===== config.mk =====
export PLATFORM = sky130hd
export DESIGN_NAME = demux4bit_16_frame
export DESIGN_NICKNAME = d
export VERILOG_FILES = /design/src/rtl/lacnch_pkg.sv /design/src/rtl/dec4_16_we.sv /design/src/rtl/demux4bit_16_frame.sv
export SDC_FILE = /design/constraint.sdc
export NUM_CORES = 1
export LEC_CHECK = 0
export CAP_MARGIN = 20
export CELL_PAD_IN_SITES_DETAIL_PLACEMENT = 2
export CELL_PAD_IN_SITES_GLOBAL_PLACEMENT = 2
export CORE_ASPECT_RATIO = 1.4
export CORE_MARGIN = 8
export CORE_UTILIZATION = 35
export CTS_CLUSTER_DIAMETER = 60
export CTS_CLUSTER_SIZE = 16
export DETAILED_ROUTE_END_ITERATION = 8
export PLACE_DENSITY = 0.87
export SYNTH_ARGS = -nofsm -noshare
export SYNTH_HDL_FRONTEND = slang
export SYNTH_SLANG_ARGS = --single-unit

===== constraint.sdc =====
create_clock -name CLK -period 4.7 [get_ports CLK]
set_input_delay 0.705 -clock CLK [delete_from_list [all_inputs] [get_ports CLK]]
set_output_delay 0.705 -clock CLK [all_outputs]
set_load 0.005 [all_outputs]

===== src/rtl/lacnch_pkg.sv =====
// Shared constants for the nibble demux: FSM state encoding, channel count, default nibble width.
package lacnch_pkg;
  localparam int NUM_CH = 16;
  localparam int NIB_W  = 4;

  typedef enum logic [1:0] {
    ST_IDLE   = 2'b00,
    ST_LOAD   = 2'b01,
    ST_COMMIT = 2'b10
  } state_t;
endpackage


===== src/rtl/dec4_16_we.sv =====
// Combinational 4-to-16 one-hot write-enable decoder; all zeros when en_i is low.
module dec4_16_we
  import lacnch_pkg::*;
(
  input  logic [3:0]        addr_i,
  input  logic              en_i,
  output logic [NUM_CH-1:0] we_o
);
  always_comb begin
    we_o = '0;
    if (en_i) we_o[addr_i] = 1'b1;
  end
endmodule


===== src/rtl/demux4bit_16_frame.sv =====
// Distributes a nibble stream into 16 registered channels, either one addressed nibble at a time
// or as a 16-nibble frame staged in a shadow bank and committed atomically one cycle after the last beat.
module demux4bit_16_frame
  import lacnch_pkg::*;
#(
  parameter int                 DATA_W  = NIB_W,
  parameter logic [DATA_W-1:0]  RST_VAL = '0
)
(
  input  logic              CLK,
  input  logic              RST_N,
  input  logic [DATA_W-1:0] Din,
  input  logic              Dvalid,
  input  logic              Start,
  input  logic              S0,
  input  logic              S1,
  input  logic              S2,
  input  logic              S3,
  output logic              Dready,
  output logic              Busy,
  output logic              Frame_done,
  output logic [DATA_W-1:0] Q0,
  output logic [DATA_W-1:0] Q1,
  output logic [DATA_W-1:0] Q2,
  output logic [DATA_W-1:0] Q3,
  output logic [DATA_W-1:0] Q4,
  output logic [DATA_W-1:0] Q5,
  output logic [DATA_W-1:0] Q6,
  output logic [DATA_W-1:0] Q7,
  output logic [DATA_W-1:0] Q8,
  output logic [DATA_W-1:0] Q9,
  output logic [DATA_W-1:0] Q10,
  output logic [DATA_W-1:0] Q11,
  output logic [DATA_W-1:0] Q12,
  output logic [DATA_W-1:0] Q13,
  output logic [DATA_W-1:0] Q14,
  output logic [DATA_W-1:0] Q15
);
  state_t                         state_q, state_d;
  logic [3:0]                     cnt_q, cnt_d;
  logic                           frame_done_q, frame_done_d;
  logic [NUM_CH-1:0][DATA_W-1:0]  q_q, q_d;
  logic [NUM_CH-1:0][DATA_W-1:0]  sh_q, sh_d;

  logic              accept;
  logic              q_we_en, sh_we_en, commit;
  logic [3:0]        sh_idx;
  logic [NUM_CH-1:0] q_we, sh_we;

  assign Dready = RST_N && ((state_q == ST_IDLE) || (state_q == ST_LOAD));
  assign Busy   = RST_N && ((state_q == ST_LOAD) || (state_q == ST_COMMIT));
  assign accept = Dvalid && Dready;

  always_comb begin
    state_d      = state_q;
    cnt_d        = cnt_q;
    q_we_en      = 1'b0;
    sh_we_en     = 1'b0;
    sh_idx       = cnt_q;
    commit       = 1'b0;
    case (state_q)
      ST_IDLE: begin
        if (accept) begin
          if (Start) begin
            sh_we_en = 1'b1;
            sh_idx   = 4'd0;
            cnt_d    = 4'd1;
            state_d  = ST_LOAD;
          end else begin
            q_we_en  = 1'b1;
          end
        end
      end
      ST_LOAD: begin
        if (accept) begin
          sh_we_en = 1'b1;
          // A fresh Start restarts the frame even if the previous one was one beat from done.
          if (Start) begin
            sh_idx = 4'd0;
            cnt_d  = 4'd1;
          end else begin
            cnt_d = cnt_q + 4'd1;
            if (cnt_q == 4'd15) state_d = ST_COMMIT;
          end
        end
      end
      ST_COMMIT: begin
        commit  = 1'b1;
        state_d = ST_IDLE;
      end
      default: state_d = ST_IDLE;
    endcase
    frame_done_d = commit;
  end

  dec4_16_we u_dec_q (
    .addr_i ({S3, S2, S1, S0}),
    .en_i   (q_we_en),
    .we_o   (q_we)
  );

  dec4_16_we u_dec_sh (
    .addr_i (sh_idx),
    .en_i   (sh_we_en),
    .we_o   (sh_we)
  );

  always_comb begin
    for (int i = 0; i < NUM_CH; i++) begin
      q_d[i]  = commit ? sh_q[i] : (q_we[i] ? Din : q_q[i]);
      sh_d[i] = sh_we[i] ? Din : sh_q[i];
    end
  end

  always_ff @(posedge CLK) begin
    if (!RST_N) begin
      state_q      <= ST_IDLE;
      cnt_q        <= 4'd0;
      frame_done_q <= 1'b0;
      for (int i = 0; i < NUM_CH; i++) begin
        q_q[i]  <= RST_VAL;
        sh_q[i] <= RST_VAL;
      end
    end else begin
      state_q      <= state_d;
      cnt_q        <= cnt_d;
      frame_done_q <= frame_done_d;
      q_q          <= q_d;
      sh_q         <= sh_d;
    end
  end

  assign Frame_done = frame_done_q;

  assign Q0  = q_q[0];
  assign Q1  = q_q[1];
  assign Q2  = q_q[2];
  assign Q3  = q_q[3];
  assign Q4  = q_q[4];
  assign Q5  = q_q[5];
  assign Q6  = q_q[6];
  assign Q7  = q_q[7];
  assign Q8  = q_q[8];
  assign Q9  = q_q[9];
  assign Q10 = q_q[10];
  assign Q11 = q_q[11];
  assign Q12 = q_q[12];
  assign Q13 = q_q[13];
  assign Q14 = q_q[14];
  assign Q15 = q_q[15];
endmodule


==> results.md, run 1 <==
- Outcome: complete, no violations
- Post-CTS resize count: 0
- Worst Path Arrival: between 3 and 4 ns
- Finished Layout Cells: between 900 and 1000
- Cells after Synth: 655
- Global-route met3 utilization: 5.41%
- Clock slew at reported path FFs: roughly 0.06 ns
- Hold Path Depth: 2
- Clock Skew: 0.0140 ns
- Starting utilization of the core area: between 30% and 40%
- Cells on worst reg2reg path: 7
- Initial DRC count: just over 300
- Placer congestion estimate: ~0.8
- Ys flop type: dfxtp_1
- Leading cell type in the layout, fill and taps excluded: dfxtp_1
- Switching share of power: between 20% and 30%
- Avg Inst Size Synth: roughly 8.6 um2
- Clock share of power: 47.5%
- Setup TNS: 0 ns
- Met2 usage: 39.0%
- Vias in the first global route: roughly 6000
- Mapped Area: ~0.0056 mm2
- FFs w/ async S/R, synth: 0%
- DR pass1 iterations: 4
- Startpoint types: flop
- Max Clk Rate: between 300 and 400 MHz
- Layout cells sized above 1: under 10%
- Post-synth EDFFs: 0
- Mapped Nets: about 670
- # diodes: 0
- Max_cap viols: 0
- Area grow syn2layout: 26.0%
- Fin area: a little over 0.007 mm2
- Most frequent cells in the layout: dfxtp_1, o21ai_0, nand2_1
- First-pass GRT wire length: approximately 35000 um
- RSZ-0062 raised after global routing: no
- H-tree depth: 4
- Number of flip-flops in the largest register: 64
- Pint: around 0.0020 W
- Logic pwr share: approximately 8.3%
- Tmin final: about 3 ns
- Grt total ovfl: 0
- Clock root buffer master: clkbuf_16
- CORE AREA: 0.0160 mm2
- Leakage: roughly 2.3 nW
- Headroom to the max-slew limit: roughly 23%
- Top Ports: 79
- Wirelength, routed: approximately 23000 um
- Crit Path Class: reg -> reg
- Clock Sinks: around 140
- Final setup vio count: 0
- Die height: 166 um
- Row count: 55
- Worst-path maximum fanout: 64
- Hold buffers post-CTS: 0
- Tightest Pin Transition: roughly 1.2 ns
- Yosys Warn Count: 0
- Max IR drop VDD: between 0.2 and 0.3 mV
- Final Hold Viols: 0
- Routed wire per std cell: roughly 24 um
- GRT Util Overall: 22.4%
- Sequential share of power: 44.2%
- Worst Setup End Kind: flop
- IO Port Bufs: 78
- CTS Buf Count: 17
- Seq/Total Area, Yosys: between 40% and 50%
- Synth area leader: dfxtp_1
- Largest Register: sh_q
- Net count, final: 731
- CTS tree: built
- Clock Path Buffers: 2
- Clk_lat worst skew: around 0.43 ns
- Die width: around 120 um
- Placed Area: roughly 0.0065 mm2
- Slew Limit Fails: 0
- Die ar.: roughly 0.020 mm2
- Via Count: between 5000 and 6000
- Post-synth top area share: 48.1%
- Post-layout util: 44.4%
- Critical Path RT: 4.96 ns
- DRC: 0
- Seq cells post-synth: 135
- Netlist cell types: 35
- Net switching power: a little under 0.0007 W
- Vias per cell: about 6
- Postcts setup bufs: 0
- Pin count of the biggest net entering global routing: 87
- Routed Antenna Nets: 0
- GRT Max-Usage Layer: met2
- Placed Cells incl. Taps: approximately 890
- DP HPWL: approximately 14000 um
- Synth area leaders: dfxtp_1, o21ai_0, a211oi_1
- Met1 Track Usage GR: ~24%
- Period utilization: a little under two thirds
- Initial antenna violation count: 0
- Power Density: ~370 mW/mm2
- Worst hold path class: reg -> reg
## cell usage after synthesis, drive strengths merged (2+ instances only)
| master | n |
|---|---|
| a211oi | 64 |
| a21oi | 4 |
| and2 | 2 |
| buf | 4 |
| clkbuf | 45 |
| dfxtp | 135 |
| ha | 5 |
| inv | 2 |
| nand2 | 99 |
| nand2b | 8 |
| nand3 | 29 |
| nand4b | 5 |
| nor2 | 9 |
| nor2b | 3 |
| nor3 | 84 |
| nor3b | 2 |
| nor4 | 10 |
| o211ai | 2 |
| o21ai | 131 |
| or3 | 2 |
| or4 | 2 |
## metal layers
metal | share of wire [%] | up-vias
met3 | 4.7 | 55
li1 | - | 2491
met5 | 0 | -
met2 | 52 | 146
met1 | 40 | 2754
met4 | 3.5 | 0
## metrics by stage
step	worst slack [ns]	power (W)	hold WS, ns
finish	1.72	0.00264	0.460
global route	1.52	0.00272	0.486
CTS	1.72	0.00265	0.463
detailed placement	1.45	0.00140	0.452
global placement	1.66	0.00139	0.441
floorplan	2.32	0.00132	0.433
## power by group through the flow
stage               Combinational (W)  Clock, W  Sequential (W)
finish                       0.000220   0.00125         0.00117
floorplan                    0.000132         0         0.00119
global route                 0.000234   0.00131         0.00117
detailed placement           0.000210         0         0.00119
CTS                          0.000217   0.00127         0.00117
global placement             0.000199         0         0.00119
## path summary, 6_finish.rpt
kind	startpoint	endpoint	slack [ns]
max	state_q[0]$_SDFFE_PN0P_	Q10[3]$_SDFFE_PN0P_	1.72
min	sh_q[32]$_SDFFE_PN0P_	sh_q[32]$_SDFFE_PN0P_	0.46
max reg2reg	state_q[0]$_SDFFE_PN0P_	Q10[3]$_SDFFE_PN0P_	1.72
min reg2reg	sh_q[32]$_SDFFE_PN0P_	sh_q[32]$_SDFFE_PN0P_	0.46
## kinds of logic (layout without fill, tap and decap cells)
kind of cell	count (synthesis)	count (layout)	synth area share [%]
buffers and inverters	52	122	3.69
XOR/XNOR	1	1	0.156
AO/OA/AOI/OAI	205	205	21.4
adder cells (fa/ha/maj)	5	5	1.11
flip-flops	135	135	48.1
multiplexers	1	1	0.178
AND/OR/NAND/NOR	256	256	25.4
## final cells by class
class / count / area [um2]
Clock inverter: 9 / 80.1
Clock buffer: 21 / 450
Fill cell: 1735 / 8880
Multi-Input combinational cell: 468 / 2720
Timing Repair Buffer: 89 / 866
Sequential cell: 135 / 2700
Tap cell: 199 / 249
Inverter: 3 / 11.3
## critical path: stages (launching register included)
cell and delay (ns):
dfxtp_1 0.33, inv_1 0.11, ha_2 0.86, buf_4 0.47, clkinv_1 0.11, buf_4 0.33
o21ai_0 0.43, a211oi_1 0.09
Note: power is estimated with default switching activity, not from simulation.
==> inputs of run 2 (changes only) <==
CORE_UTILIZATION = 33   (was 35)
PLACE_DENSITY = 0.83   (was 0.87)
clock period = 3.1 ns   (was 4.7 ns; I/O delays follow)
==> run 2 against run 1 <==
  * Sequential share of layout area shrank 0.96 points
  * Die area is 5.4% higher
  * Final area rose by 2.6%
  * Total power rose by 59%
==> results.md, run 2 (synthesis results as in run 1) <==
- Outcome: complete, no violations
- H-tree depth: 4
- DRC: 0
- Tmin final: about 2.6 ns
- Die width: between 100 and 150 um
- Worst Setup End Kind: output pin
- Layout cells sized above 1: about a tenth
- Leading cell type in the layout, fill and taps excluded: dfxtp_1
- Net count, final: around 750
- Hold Crit Start: sh_q[26]$_SDFFE_PN0P_
- WP buf/inv: 2
- Sequence of cells on the critical path: inv_1 -> ha_1 -> nor2_1 -> nor2b_1 -> clkdlybuf4s50_1
- Worst Path Arrival: between 2 and 2.5 ns
- Clock Skew: 0.00930 ns
- Clk_lat worst skew: roughly 0.43 ns
- Leakage: around 2.4 nW
- Crit Path Class: reg -> out
- Hold EP: sh_q[26]$_SDFFE_PN0P_
- Hold Path Depth: 2
- Post-CTS resize count: 0
- Vias in the first global route: approximately 6100
- Final Hold Viols: 0
- Cells on worst reg2reg path: 7
- Reg-to-Reg End: Q4[3]$_SDFFE_PN0P_
- Hold buffers post-CTS: 0
- First-pass GRT wire length: roughly 36000 um
- Max Clk Rate: roughly 390 MHz
- IO Port Bufs: between 70 and 80
- Number of flip-flops in the largest register: 64
- Area grow syn2layout: 29.2%
- Clock root buffer master: clkbuf_16
- CTS Buf Count: 17
- Worst hold path class: reg -> reg
- Placer congestion estimate: around 0.78
- Die ar.: around 0.022 mm2
- Slew Limit Fails: 0
- Grt total ovfl: 0
- DR pass1 iterations: 4
- # diodes: 0
- Power Density: 580 mW/mm2
- RSZ-0062 raised after global routing: no
- Starting utilization of the core area: between 30 and 40%
- Setup TNS: 0 ns
- Hold_ws: around 0.46 ns
- Critical Path RT: between 2 and 3 ns
- Setup ws final: slightly above 0.5 ns
- R2r setup slk: around 0.52 ns
- Startpoint types: flop
- Routed wire per std cell: 24.2 um
- CP delay by family, top: buffers and inverters
- Wirelength, routed: ~23000 um
- Pin count of the biggest net entering global routing: 96
- Max_cap viols: 0
- Top Ports: 79
- DP HPWL: roughly 14000 um
- Max stage delay on crit path: slightly above 0.5 ns
- Clock slew at reported path FFs: roughly 0.06 ns
- CORE AREA: ~0.017 mm2
- Clock Sinks: 135
- Vias per cell: 5.75
- Crit Reg-Reg Startpoint: state_q[0]$_SDFFE_PN0P_
- Postcts setup bufs: 0
- Period utilization: 83.4%
- Worst slack, placed: ~0.44 ns
- Clock Path Buffers: 2
- Final-layout fill cell count: between 1500 and 2000
- CTS tree: built
- GRT Util Overall: 21.8%
- Largest Register: sh_q
- Die height: around 170 um
- Crit-path slowest cell: clkdlybuf4s50_1
- Headroom to the max-slew limit: just over 40%
- Final setup vio count: 0
- Most frequent cells in the layout: dfxtp_1, o21ai_0, nand2_1
- Tot Pwr: 0.00421 W
- Via Count: approximately 5400
- Worst-path maximum fanout: 10
- Initial DRC count: 347
- Row count: 56
- Max IR drop VDD: between 0.2 and 0.3 mV
- Initial antenna violation count: 0
- Routed Antenna Nets: 0
- Tightest Pin Transition: about 0.88 ns
## run 2: routing by layer
| metal | track usage (%) | part of all wire (%) | up-vias |
|---|---|---|---|
| met5 | 0 | 0 | - |
| met4 | 9.40 | 2.8 | 0 |
| met3 | 4.32 | 3.8 | 45 |
| met2 | 40.0 | 53 | 120 |
| met1 | 23.9 | 40 | 2737 |
| li1 | - | - | 2536 |
## run 2: how the worst max path moves through the flow
stage / start / to / cells past startpoint
final: state_q[0]$_SDFFE_PN0P_ / Dready / 5
after global routing: state_q[0]$_SDFFE_PN0P_ / Dready / 5
after detailed placement: Start / Q1[1]$_SDFFE_PN0P_ / 6
after floorplan: state_q[1]$_SDFFE_PN0P_ / sh_q[12]$_SDFFE_PN0P_ / 6
after global placement: Start / Q3[2]$_SDFFE_PN0P_ / 6
after CTS: state_q[0]$_SDFFE_PN0P_ / Dready / 5
## run 2: area by class of cell
type,count,area [um2],share of cell area [%]
Tap cell,203,254,3.50
Clock inverter,12,153,2.10
Clock buffer,19,443,6.10
Multi-Input combinational cell,468,2710,37.4
Sequential cell,135,2700,37.2
Timing Repair Buffer,106,988,13.6
Inverter,3,11.3,0.155
## run 2: tightest hold or removal path, delay by kind of cell, from the launching register on
kind             cells  cell delay, ns
flip-flops           1            0.31
AO/OA/AOI/OAI        1            0.06
AND/OR/NAND/NOR      1            0.05
## run 2: through the flow
step | utilization (%) | instance area (um2) | instances
floorplan | - | 5620 | 655
global placement | 39.8 | 6670 | 915
detailed placement | 39.8 | 6670 | 915
CTS | 43.4 | 7270 | 946
global route | 43.4 | 7270 | 946
finish | 43.4 | 7270 | 946
## run 2: power by group
| group | switching [W] | internal, W | total, W | leakage, nW |
|---|---|---|---|---|
| combinational | 0.000233 | 0.000106 | 0.000339 | 1.02 |
| clock | 0.000823 | 0.00128 | 0.00210 | 0.293 |
| sequential | 0.0000156 | 0.00175 | 0.00177 | 1.09 |
